===== src/rtl/ripple_count_ctrl.sv =====
// Sequencer/checker for a WIDTH-bit ripple counter: clear, enable for exactly
// `target` cycles, wait for ripple settling, then sample and compare.
module ripple_count_ctrl #(
  parameter int WIDTH      = 4,
  parameter int CLR_CYCLES = 2,
  parameter int SETTLE     = 3
) (
  input  logic             clk,
  input  logic             rst,
  input  logic             start,
  input  logic             abort,
  input  logic [WIDTH-1:0] target,
  input  logic [WIDTH-1:0] cnt_q,
  output logic             cnt_rst,
  output logic             cnt_en,
  output logic             busy,
  output logic             done,
  output logic             err,
  output logic [WIDTH-1:0] count_out,
  output logic [2:0]       dbg_state
);

  localparam int MAX_PH = (CLR_CYCLES > SETTLE) ? CLR_CYCLES : SETTLE;
  localparam int CW_PH  = $clog2(MAX_PH) + 1;
  localparam int CW     = (WIDTH > CW_PH) ? WIDTH : CW_PH;

  localparam logic [CW-1:0] CLR_M1    = CW'(CLR_CYCLES - 1);
  localparam logic [CW-1:0] SETTLE_M1 = CW'(SETTLE - 1);

  typedef enum logic [2:0] {
    S_IDLE   = 3'd0,
    S_CLEAR  = 3'd1,
    S_RUN    = 3'd2,
    S_SETTLE = 3'd3,
    S_CHECK  = 3'd4
  } state_t;

  state_t           state_q, state_d;
  logic [CW-1:0]    cyc_q, cyc_d;
  logic [WIDTH-1:0] target_q, target_d;
  logic             err_q, err_d;
  logic [WIDTH-1:0] count_q, count_d;
  logic             cnt_rst_q, cnt_rst_d;
  logic             cnt_en_q, cnt_en_d;
  logic             busy_q, busy_d;
  logic             done_q, done_d;

  // cyc_q counts down the remaining cycles of the current timed phase.
  always_comb begin
    state_d  = state_q;
    cyc_d    = cyc_q;
    target_d = target_q;
    err_d    = err_q;
    count_d  = count_q;
    if (abort && state_q != S_IDLE) begin
      state_d = S_IDLE;
    end else begin
      case (state_q)
        S_IDLE: begin
          if (start && !abort) begin
            state_d  = S_CLEAR;
            target_d = target;
            err_d    = 1'b0;
            cyc_d    = CLR_M1;
          end
        end
        S_CLEAR: begin
          if (cyc_q == '0) begin
            if (target_q == '0) begin
              state_d = S_SETTLE;
              cyc_d   = SETTLE_M1;
            end else begin
              state_d = S_RUN;
              cyc_d   = CW'(target_q) - CW'(1);
            end
          end else begin
            cyc_d = cyc_q - CW'(1);
          end
        end
        S_RUN: begin
          if (cyc_q == '0) begin
            state_d = S_SETTLE;
            cyc_d   = SETTLE_M1;
          end else begin
            cyc_d = cyc_q - CW'(1);
          end
        end
        S_SETTLE: begin
          if (cyc_q == '0) state_d = S_CHECK;
          else             cyc_d   = cyc_q - CW'(1);
        end
        S_CHECK: begin
          count_d = cnt_q;
          err_d   = (cnt_q != target_q);
          state_d = S_IDLE;
        end
        default: state_d = S_IDLE;
      endcase
    end
  end

  // Outputs are decoded from the next state so they move with the state edge.
  always_comb begin
    cnt_rst_d = (state_d == S_IDLE) || (state_d == S_CLEAR);
    cnt_en_d  = (state_d == S_RUN);
    busy_d    = (state_d != S_IDLE);
    done_d    = (state_q == S_CHECK) && !abort;
  end

  always_ff @(posedge clk or posedge rst) begin
    if (rst) begin
      state_q   <= S_IDLE;
      cyc_q     <= '0;
      target_q  <= '0;
      err_q     <= 1'b0;
      count_q   <= '0;
      cnt_rst_q <= 1'b1;
      cnt_en_q  <= 1'b0;
      busy_q    <= 1'b0;
      done_q    <= 1'b0;
    end else begin
      state_q   <= state_d;
      cyc_q     <= cyc_d;
      target_q  <= target_d;
      err_q     <= err_d;
      count_q   <= count_d;
      cnt_rst_q <= cnt_rst_d;
      cnt_en_q  <= cnt_en_d;
      busy_q    <= busy_d;
      done_q    <= done_d;
    end
  end

  assign cnt_rst   = cnt_rst_q;
  assign cnt_en    = cnt_en_q;
  assign busy      = busy_q;
  assign done      = done_q;
  assign err       = err_q;
  assign count_out = count_q;
  assign dbg_state = state_q;

endmodule


===== config.mk =====
export PLATFORM = sky130hd
export DESIGN_NAME = ripple_count_ctrl
export DESIGN_NICKNAME = d
export VERILOG_FILES = /design/src/rtl/ripple_count_ctrl.sv
export SDC_FILE = /design/constraint.sdc
export NUM_CORES = 1
export LEC_CHECK = 0
export ABC_CLOCK_PERIOD_IN_PS = 2400
export CORE_MARGIN = 2
export CORE_UTILIZATION = 51
export CTS_BUF_LIST = sky130_fd_sc_hd__clkbuf_8
export DETAILED_ROUTE_END_ITERATION = 8
export PLACE_DENSITY = 0.8
export RECOVER_POWER = 100
export SETUP_SLACK_MARGIN = 0.4
export SYNTH_ARGS = -nofsm -noshare
export SYNTH_HDL_FRONTEND = slang
export SYNTH_SLANG_ARGS = --single-unit

===== constraint.sdc =====
create_clock -name clk -period 2.4 [get_ports clk]
set_clock_uncertainty 0.05 [all_clocks]
set_input_delay 0.24 -clock clk [delete_from_list [all_inputs] [get_ports clk]]
set_output_delay 0.24 -clock clk [all_outputs]
set_load 0.03 [all_outputs]

After elaboration in Yosys (flattened, before gate mapping). Cells that the tools add are included.

Bits of input ports: 12. Logic and storage cells: 53. Flip-flop bits (word level): 20. Output and inout bits: 12.

Reductions and logical operators: 17. Multiplexer cells: 15. Bitwise gates (word level): 1. Add/sub/neg operators: 2. Equality and inequality tests: 9.

Operator list (number): $mux 4 (5); $pmux 4 s4 (1); $mux 3 (5); $pmux 3 s4 (1); $eq 3x2->1 const B (3); $logic_not 4->1 (2); $sub 4x1->4 const B (2); $eq 3x1->1 const B (2); $logic_not 3->1 (2); $reduce_and 3->1 (2); $reduce_bool 3->1 (2); $ne 2x2->1 const B (2); $ne 4x4->1 (1); $reduce_and 4->1 (1); $reduce_bool 4->1 (1); $eq 3x3->1 const B (1); $logic_and 1x1->1 (3); $mux 1 (2); $pmux 1 s2 (1); $reduce_and 2->1 (1); $reduce_bool 2->1 (1); $logic_not 1->1 (1); $logic_or 1x1->1 (1); $not 1->1 (1).

Longest topological paths before layout. Gate-level depths: netlist (run 1).

Depth in word-level cells: 7. Gate-level depth with buffers: 7.

Worst setup path after synthesis (run 1). Ideal clock, no wire load.

Path type: register to register. From: register state_q[0] (netlist: dbg_state[0]). To: register count_q[0] (netlist: count_out[0]). Slack: 746 ps. Arrival: 1479 ps. Period minus slack after synthesis: 1654 ps. Setup time: 125 ps. Required time: 2225 ps. Stages on the path, launching flop included: 4. Cells stage by stage: dfrtp_1 > buf_12 > nor4b_4 > mux2_4.

Word-level cells in the longest chain between the ends: 4. Elaborated cells on any way between the ends: 5. Classes of those cells: eq/ne (1); bitwise (1); reduce/logical (3).

RTL lines: start, declared (RTL line 38) `state_t state_q, state_d;`; start signal, assigned (RTL line 122) `state_q <= state_d;`; $reduce_bool 3->1 (RTL line 55) `if (abort && state_q != S_IDLE) begin`; $logic_and 1x1->1 (RTL line 55); $not 1->1 (no source line); $reduce_and 2->1 (no source line) (*); end signal, assigned (RTL line 126) `count_q <= count_d;`; end, declared (RTL line 42) `logic [WIDTH-1:0] count_q, count_d;`.

Mark *: on every way between the ends. The rest lies on a longest branch, timed or not. A chain may end at the register's enable or synchronous reset.

Worst setup path in the final report (run 1).
From: input abort. To: register cyc_q[2].

Word-level cells in the longest chain between the ends: 4. Elaborated cells on any way between the ends: 6. Classes of those cells: eq/ne (1); bitwise (1); reduce/logical (4).

RTL lines: start, declared (RTL line 11) `input logic abort,`; $logic_not 1->1 (RTL line 60) `if (start && !abort) begin`; $logic_and 1x1->1 (RTL line 60); $ne 2x2->1 (no source line); $reduce_and 4->1 (no source line) (*); end signal, assigned (RTL line 123) `cyc_q <= cyc_d;`; end, declared (RTL line 39) `logic [CW-1:0] cyc_q, cyc_d;`.

Marked as above.

==> reports/qor.yml, run 1 <==
setup_path:
  r2r_start: "dbg_state[2]"
  reg2regPathDepth: 4
  rrSetupSlack_ns: 0.57
  rr_endpoint: "cyc_q[2]"
  worstPathMaxFanout: 10
  worstPathArrival_ns: 2.06
  startpoint_type: "input port"
  required_ns: 2.49
  cp-end-kind: "flip-flop"
  critPathKind: "in2reg"
floorplanning:
  die_area_um2: 2610
  die_x_um: 51.0
  initial_core_util: 0.525
  rows: 17
  pin_count: 24
  die_h_um: 51.0
  fp.coreArea_um2: 2150
sta:
  final.min_clock_period_ns: 1.97
  period_share: 0.820
  rsz0062_at_grt: "false"
  setup_violations: 0
  fin_ws_ns: 0.432
  final_max_slew_viol_count: 0
  fin_setup_tns_ns: 0
  hold_viol: 0
  relSlewSlack: 0.440
  tightest_slew_ns: 0.837
  fmax_mhz: 508
synth:
  synth_edf_count: 0
  synth_seq_cells: 20
  syn-cell-area_um2: 1130
  synth_nets: 117
  yosysTopAreaCell: "dfrtp_1"
  syn_area_per_cell_um2: 11.2
  yosys-top-cells-area: "dfrtp_1, mux2_2, mux2_4, ha_1, xor2_1"
  synthCells: 101
  ys_types: 35
  synth_top_area_frac: 0.421
  yosysSeqAreaShare: 0.445
  synth_ff_type: "dfrtp_1"
  ys_async_sr_fraction: 1.00
  yosysWarnings: 0
placed_design:
  io_buffers: 23
  dp_hpwl_mm: 1.67
  gp_congestion: 0.856
  pre_cts_slack_ns: 0.532
outcome:
  outcome: "complete, no violations"
global_routing:
  track_usage: 0.194
  grt_pass1_wl_mm: 3.77
  grt.overflow.total: 0
  grt_max_degree: 21
  grt_pass1_vias: 840
  antenna_found_initial: 0
power_and_ir_drop:
  vdd.ir_drop.worst_uv: 522
  p_per_area_nw_per_um2: 947
  p_leak_nw: 0.645
clocking:
  post-cts-setup-buffers: 0
  clk_path_buf_depth: 2
  cts-root-buf: "clkbuf_8"
  cts_htree_levels: 1
  cts_buffers: 3
  clk_pin_slew_ns: 0.07
  clock_sinks: 20
  tritoncts: "yes"
  clk_latency_ns: 0.26
finish:
  layout.cells.most_common: "dfrtp_1"
  antenna_cells: 0
  nets: 142
  area_growth_syn_to_layout_pct: 23.5
  final_cell_mix: "dfrtp_1, dlygate4sd3_1, clkdlybuf4s50_1"
  drive_gt1_frac: 0.160
detailed_routing:
  drt-initial-drc-count: 18
  routed_wl_mm: 2.23
  drtAntennaViolNets: 0
  drc: 0
  dr_total_vias: 859
  via_per_inst: 5.61
  drtPass1Iterations: 4
  wl_per_cell_um: 14.6
min_path:
  holdPathStages: 1
  holdCritStartpoint: "count_out[0]"
  hold_class: "reg2reg"
  hold_end: "count_out[0]"
job:
  drv_cap: 0
power by group:
part           leakage (nW)  internal, W  total, W  switching (W)
registers             0.256     0.000422  0.000544       0.000122
logic                 0.362     0.000265  0.000552       0.000287
clock network        0.0269     0.000114  0.000225       0.000111
cell usage after synthesis, types with 2 or more instances:
cell type  count
xor2_1         5
nor2_4         2
nor2_1         5
dfrtp_1       19
mux2_4         4
mux2_2         6
nand2_1        7
o22ai_1        2
ha_1           4
nor3_1         6
inv_1          6
a21oi_1        8
buf_2          2
nand3_1        2
nor3b_2        2
a41oi_1        2
state kept, by name, indices dropped and copies added (netlist names):
| register | cells |
|---|---|
| cnt_rst | 1 |
| cnt_en | 1 |
| busy | 1 |
| done | 1 |
| cyc_q | 4 |
| target_q | 4 |
| err | 1 |
| count_out | 4 |
| dbg_state | 3 |
cell families (layout without fill, tap and decap cells):
group,Yosys count,after routing,share of synthesized area
buffers and inverters,9,33,0.0466
DFF,20,20,0.445
and+or+nand+nor,32,32,0.182
adders and majority gates,4,4,0.0443
muxes,11,11,0.122
AOI/OAI and AO/OA,19,19,0.114
xor gates and xnor gates,6,6,0.0466
per-layer routing:
metal,GRT usage,wire length (µm)
met2,0.331,1140
met4,0.0811,40
met3,0.0175,57
met5,0,0
met1,0.250,997
metrics by stage:
| step | instance area [µm²] | hold slack [ns] | power (W) | utilization | std cells |
|---|---|---|---|---|---|
| 3_5_place_dp | 1360 | 0.459 | 0.00111 | 0.635 | 149 |
| 6_report | 1390 | 0.470 | 0.00132 | 0.649 | 153 |
| 5_1_grt | 1390 | 0.482 | 0.00141 | 0.649 | 153 |
| 3_3_place_gp | 1360 | 0.450 | 0.00109 | 0.635 | 149 |
| 2_1_floorplan | 1130 | 0.153 | 0.000977 | - | 101 |
| 4_1_cts | 1410 | 0.393 | 0.00134 | 0.656 | 153 |
cell type report:
| cell class | instances | area (µm²) |
|---|---|---|
| tap | 28 | 35.0 |
| timing repair buffer | 23 | 230 |
| multi-input combinational | 72 | 558 |
| clock inverter | 1 | 3.75 |
| sequential | 20 | 503 |
| fill | 167 | 754 |
| inverter | 6 | 22.5 |
| clock buffer | 3 | 41.3 |
how the worst max path moves through the flow:
stage / from / end / slack, ns / depth (start not counted)
floorplan: dbg_state[0] / count_out[0] / 0.75 / 3
global placement: abort / cyc_q[2] / 0.58 / 5
detailed placement: abort / cyc_q[2] / 0.53 / 5
CTS: dbg_state[0] / dbg_state[0] / 0.50 / 1
global route: abort / target_q[1] / 0.31 / 4
finish: abort / cyc_q[2] / 0.43 / 5
critical path, stage by stage:
cell and delay, ns:
dlygate4sd3_1 0.61, nor2_1 0.49, o31a_2 0.31, o211ai_1 0.10, a221o_1 0.31
repair_timing:
action,in CTS,in global routing
gates resized for setup,1,0
setup endpoints to repair,1,0
hold buffers,0,0
(Power assumes the default switching activity.)
==> run 2, diff against run 1 <==
--- a/config.mk
+++ b/config.mk
@@ -5,12 +5,12 @@
 export SDC_FILE = /design/constraint.sdc
 export NUM_CORES = 1
 export LEC_CHECK = 0
-export ABC_CLOCK_PERIOD_IN_PS = 2400
+export ABC_CLOCK_PERIOD_IN_PS = 1800
 export CORE_MARGIN = 2
-export CORE_UTILIZATION = 51
+export CORE_UTILIZATION = 47
 export CTS_BUF_LIST = sky130_fd_sc_hd__clkbuf_8
 export DETAILED_ROUTE_END_ITERATION = 8
-export PLACE_DENSITY = 0.8
+export PLACE_DENSITY = 0.78
 export RECOVER_POWER = 100
 export SETUP_SLACK_MARGIN = 0.4
 export SYNTH_ARGS = -nofsm -noshare
==> constraint.sdc (replaced) <==
create_clock -name clk -period 1.8 [get_ports clk]
set_clock_uncertainty 0.05 [all_clocks]
set_input_delay 0.18 -clock clk [delete_from_list [all_inputs] [get_ports clk]]
set_output_delay 0.18 -clock clk [all_outputs]
set_load 0.03 [all_outputs]
==> run 2 against run 1 <==
  * Routed wire length rose by 41%
  * Sequential share of layout area fell by 6.7 points
  * Register-to-register slack got worse by 0.43 ns
  * Cell count rose by 18%
  * Critical path type is now reg2reg
  * Largest cell class unchanged
==> reports/qor.yml, run 2 (synthesis results as in run 1) <==
setup_path:
  required_ns: 1.91
  crit_slowest_cell: "or3b_4"
  worstPathMaxFanout: 6
  slowest_delay_ns: 0.43
  worstPathArrival_ns: 1.77
  cp-end-kind: "flip-flop"
  worstPathCellList: "inv_1, ha_4, or3b_4, a21oi_1, o22ai_1, and2_1"
  startpoint_type: "flip-flop"
  critPathKind: "reg2reg"
  worstPathBufferInverterCount: 1
  path_delay_family: "simple AND/OR/NAND/NOR gates"
power_and_ir_drop:
  p_total_w: 0.00243
  combPwrFrac: 0.504
  p_per_area_nw_per_um2: 1420
  vdd.ir_drop.worst_uv: 878
  p_int_w: 0.00148
  power.switching_w: 0.000954
  clock_power_share: 0.188
  p_leak_nw: 0.805
  switching_share: 0.392
  seqPwrFrac: 0.308
detailed_routing:
  drtAntennaViolNets: 0
  drc: 0
  wl_per_cell_um: 17.5
  drtPass1Iterations: 4
  drt-initial-drc-count: 35
  dr_total_vias: 1042
  routed_wl_mm: 3.16
  via_per_inst: 5.79
sta:
  fmax_mhz: 601
  period_share: 0.925
  whs_ns: 0.350
  hold_viol: 0
  final.min_clock_period_ns: 1.66
  setup_violations: 0
  rsz0062_at_grt: "true"
  relSlewSlack: 0.277
  final_max_slew_viol_count: 0
  tightest_slew_ns: 1.08
  fin_setup_tns_ns: 0
finish:
  final_util: 0.768
  drive_gt1_frac: 0.382
  layout.cells.most_common: "buf_4"
  nets: 169
  area_growth_syn_to_layout_pct: 52.0
  antenna_cells: 0
  final_cell_mix: "buf_4, dfrtp_1, dlygate4sd2_1, clkdlybuf4s50_1"
clocking:
  clk_path_buf_depth: 2
  cts_buffers: 3
  clock_sinks: 20
  tritoncts: "yes"
  clk_latency_ns: 0.26
  cts-root-buf: "clkbuf_8"
  hold_buffers: 0
  cts_htree_levels: 1
  clk_pin_slew_ns: 0.08
placed_design:
  io_buffers: 23
  dp_hpwl_mm: 1.81
  gp_congestion: 0.900
floorplanning:
  fp.coreArea_um2: 2230
  die_area_um2: 2810
  pin_count: 24
  die_h_um: 53
  rows: 17
  initial_core_util: 0.505
  die_x_um: 53
global_routing:
  grt_pass1_vias: 1009
  grt_pass1_wl_mm: 4.78
  grt.overflow.total: 0
  track_usage: 0.239
  antenna_found_initial: 0
  grt_max_degree: 21
min_path:
  hold_class: "in2reg"
job:
  drv_cap: 0
outcome:
  outcome: "complete, no violations"
[run 2: changes by cell type in the layout (fill, tap and decap cells not counted), moves of 3 or more]
cell	before	now
buf_4	0	19
dlygate4sd3_1	14	0
dlygate4sd2_1	0	10
clkbuf_1	0	6
buf_6	0	4
nor3_1	6	2
a21oi_1	8	5
a21oi_2	0	3
mux2_1	0	3
mux2_4	4	1
[run 2: area by class of cell]
class	instances	area [µm²]
multi-input cells	72	674
fillers	146	518
flip-flops and latches	20	504
repair buffers	50	408
clock buffers	3	41.3
well taps	28	35.0
clock inverters	1	30.0
inverters	6	22.5
[run 2: what timing repair did]
| action | 4_1_cts | 5_1_grt |
|---|---|---|
| setup endpoints to repair | 29 | 21 |
| gates cloned | 0 | 0 |
| buffers inserted | 18 | 3 |
| gates resized for setup | 31 | 13 |
| pin swaps | 8 | 5 |
[run 2: routing by layer]
metal  up-vias  GRT usage  wire [µm]
met2        42      0.392       1610
met3         8     0.0395        178
met1       526      0.308       1310
met5         -          0          0
li1        466          -          -
met4         0      0.107         68
[run 2: final timing paths]
| kind | depth (start not counted) | endpoint | start | slack (ns) |
|---|---|---|---|---|
| worst min-delay path | 2 | dbg_state[2] | abort | 0.35 |
| max in group asynchronous | 3 | cyc_q[2] | rst | 0.47 |
| worst min register to register | 1 | count_out[2] | count_out[2] | 0.45 |
| worst max register to register | 6 | dbg_state[0] | cyc_q[0] | 0.14 |
| worst max-delay path | 6 | dbg_state[0] | cyc_q[0] | 0.14 |
| min in group asynchronous | 3 | dbg_state[2] | rst | 0.51 |
[run 2: metrics by stage]
stage,area (µm²),setup slack (ns),instances
after detailed placement,1450,0.0816,155
after floorplan,1180,0.243,101
after CTS,1710,0.235,177
final,1720,0.136,180
after global routing,1720,0.0537,180
after global placement,1450,0.0923,155
[run 2: power groups by stage]
stage / Clock [W] / Sequential [W] / Combinational (W)
6_report: 0.000458 / 0.000749 / 0.00123
2_1_floorplan: 0 / 0.000754 / 0.000620
5_1_grt: 0.000489 / 0.000760 / 0.00130
3_3_place_gp: 0 / 0.000746 / 0.000812
4_1_cts: 0.000465 / 0.000737 / 0.00114
3_5_place_dp: 0 / 0.000758 / 0.000837
==> run 3, diff against run 2 <==
--- a/config.mk
+++ b/config.mk
@@ -5,12 +5,11 @@
 export SDC_FILE = /design/constraint.sdc
 export NUM_CORES = 1
 export LEC_CHECK = 0
-export ABC_CLOCK_PERIOD_IN_PS = 1800
-export CORE_MARGIN = 2
-export CORE_UTILIZATION = 47
+export ABC_CLOCK_PERIOD_IN_PS = 1900
+export CORE_UTILIZATION = 51
 export CTS_BUF_LIST = sky130_fd_sc_hd__clkbuf_8
 export DETAILED_ROUTE_END_ITERATION = 8
-export PLACE_DENSITY = 0.78
+export PLACE_DENSITY = 0.8
 export RECOVER_POWER = 100
 export SETUP_SLACK_MARGIN = 0.4
 export SYNTH_ARGS = -nofsm -noshare
==> constraint.sdc (replaced) <==
create_clock -name clk -period 1.9 [get_ports clk]
set_clock_uncertainty 0.05 [all_clocks]
set_input_delay 0.19 -clock clk [delete_from_list [all_inputs] [get_ports clk]]
set_output_delay 0.19 -clock clk [all_outputs]
set_load 0.03 [all_outputs]
==> run 3 against run 2 <==
  * Total power down 4.6%
  * Utilization up 8.1 points
  * Cell area about the same
  * Critical path depth rose by 1
  * Sequential share of layout area is 0.094 points lower
  * Cell count did not move
  * Critical path type unchanged
==> reports/qor.yml, run 3 (synthesis results as in run 1) <==
outcome:
  outcome: "complete, no violations"
setup_path:
  startpoint_type: "flip-flop"
  worstPathCellList: "inv_2, ha_4, nor3b_4, clkbuf_1, nand3_4, a21oi_2, a41oi_2"
  required_ns: 1.98
  rrSetupSlack_ns: 0.16
  rr_endpoint: "cyc_q[0]"
  reg2regPathDepth: 7
  cp-end-kind: "flip-flop"
  worstPathMaxFanout: 6
  r2r_start: "cyc_q[0]"
  crit_slowest_cell: "dfrtp_1"
  worstPathArrival_ns: 1.82
  critPathKind: "reg2reg"
  slowest_delay_ns: 0.40
detailed_routing:
  top_layer: "met4"
  drtAntennaViolNets: 0
  wl_per_cell_um: 20.1
  dr_total_vias: 1093
  drtPass1Iterations: 4
  wl_met2_mm: 1.80
  routed_wl_mm: 3.62
  via_per_inst: 6.07
  drc: 0
  drt-initial-drc-count: 55
  m1WireLength_mm: 1.49
  dr_wl_met3_um: 199
clocking:
  clk_pin_slew_ns: 0.08
  cts-root-buf: "clkbuf_8"
  cts_htree_levels: 1
  clk_path_buf_depth: 2
  tritoncts: "yes"
  cts_buffers: 3
  clock_sinks: 20
  clk_latency_ns: 0.27
  hold_buffers: 0
job:
  drv_cap: 0
global_routing:
  grt_pass1_vias: 927
  grt_pass1_wl_mm: 4.44
  antenna_found_initial: 0
  track_usage: 0.245
  grt.overflow.total: 0
  grt_max_degree: 13
floorplanning:
  fp.coreArea_um2: 2020
  rows: 16
  die_area_um2: 2400
  pin_count: 24
  initial_core_util: 0.558
  die_x_um: 49.0
  die_h_um: 49.0
sta:
  hold_viol: 0
  final.min_clock_period_ns: 1.74
  period_share: 0.915
  rsz0062_at_grt: "true"
  fmax_mhz: 575
  final_max_slew_viol_count: 0
  setup_violations: 0
  fin_setup_tns_ns: 0
  tightest_slew_ns: 0.662
  relSlewSlack: 0.559
finish:
  final_util: 0.849
  area_growth_syn_to_layout_pct: 52.1
  nets: 170
  antenna_cells: 0
  fill_cells: 104
  layoutNonFillerInstCount: 180
  drive_gt1_frac: 0.425
  final_cell_mix: "buf_4, dfrtp_1, dlygate4sd2_1"
  layout.cells.most_common: "buf_4"
power_and_ir_drop:
  switching_share: 0.399
  clock_power_share: 0.189
  vdd.ir_drop.worst_uv: 1090
  p_per_area_nw_per_um2: 1350
  power.switching_w: 0.000927
  combPwrFrac: 0.505
  p_int_w: 0.00139
  p_leak_nw: 0.808
  seqPwrFrac: 0.306
placed_design:
  io_buffers: 23
  dp_cells: 152
  gp_congestion: 0.822
  dp_hpwl_mm: 1.71
min_path:
  hold_class: "in2async"
[run 3: cell count changes in the layout (fill, tap and decap cells not counted), sizes merged]
cell,previous run,this run
dlygate4sd3,0,2
nor2,7,8
clkdlybuf4s50,10,9
buf,23,22
dlymetal6s2s,0,1
clkdlybuf4s25,1,0
[run 3: power groups by stage]
stage               registers, W  logic, W  clock network, W
floorplan               0.000708  0.000577                 0
global placement        0.000700  0.000747                 0
detailed placement      0.000707  0.000759                 0
CTS                     0.000704  0.000867          0.000426
global route            0.000722   0.00125          0.000446
finish                  0.000709   0.00117          0.000439
[run 3: layer usage]
layer | global-route usage | up-vias
met5 | 0 | -
met4 | 0.0980 | 0
met3 | 0.0405 | 14
met2 | 0.419 | 62
met1 | 0.306 | 544
li1 | - | 473
[run 3: worst max path at each step]
| stage | start | end | slack (ns) | depth (start not counted) |
|---|---|---|---|---|
| after floorplan | dbg_state[0] | count_out[0] | 0.34 | 3 |
| after global placement | abort | cyc_q[2] | 0.14 | 5 |
| after detailed placement | abort | cyc_q[2] | 0.09 | 5 |
| after CTS | cyc_q[1] | cyc_q[0] | 0.25 | 6 |
| after global routing | cyc_q[0] | cnt_en | 0.11 | 6 |
| final | cyc_q[0] | cyc_q[0] | 0.16 | 7 |
[run 3: what timing repair did]
action,4_1_cts,5_1_grt
gates resized for setup,15,21
setup buffers,8,15
pin swaps,1,10
gates cloned,0,1
endpoints found under the setup margin,23,14
[run 3: area by class of cell]
type	count	area [µm²]	area share
Inverter	6	22.5	0.0131
Clock inverter	1	30.0	0.0175
Multi-Input combinational cell	73	677	0.394
Clock buffer	3	41.3	0.0241
Timing Repair Buffer	50	409	0.238
Tap cell	27	33.8	0.0197
Sequential cell	20	503	0.293
[run 3: worst max-delay path: cells and delay by family, from the launching register on]
kind | cells | cell delay (ns)
flops | 1 | 0.40
compound gates | 2 | 0.25
buf+inv | 2 | 0.32
simple gates | 2 | 0.44
fa+ha+maj | 1 | 0.14
[run 3: metrics by stage]
stage	total power, W	hold WS, ns	cell area [µm²]	setup slack (ns)
floorplan	0.00129	0.103	1170	0.343
global placement	0.00145	0.409	1430	0.137
detailed placement	0.00147	0.424	1430	0.0888
CTS	0.00200	0.139	1570	0.249
global route	0.00242	0.291	1720	0.110
finish	0.00232	0.254	1720	0.162
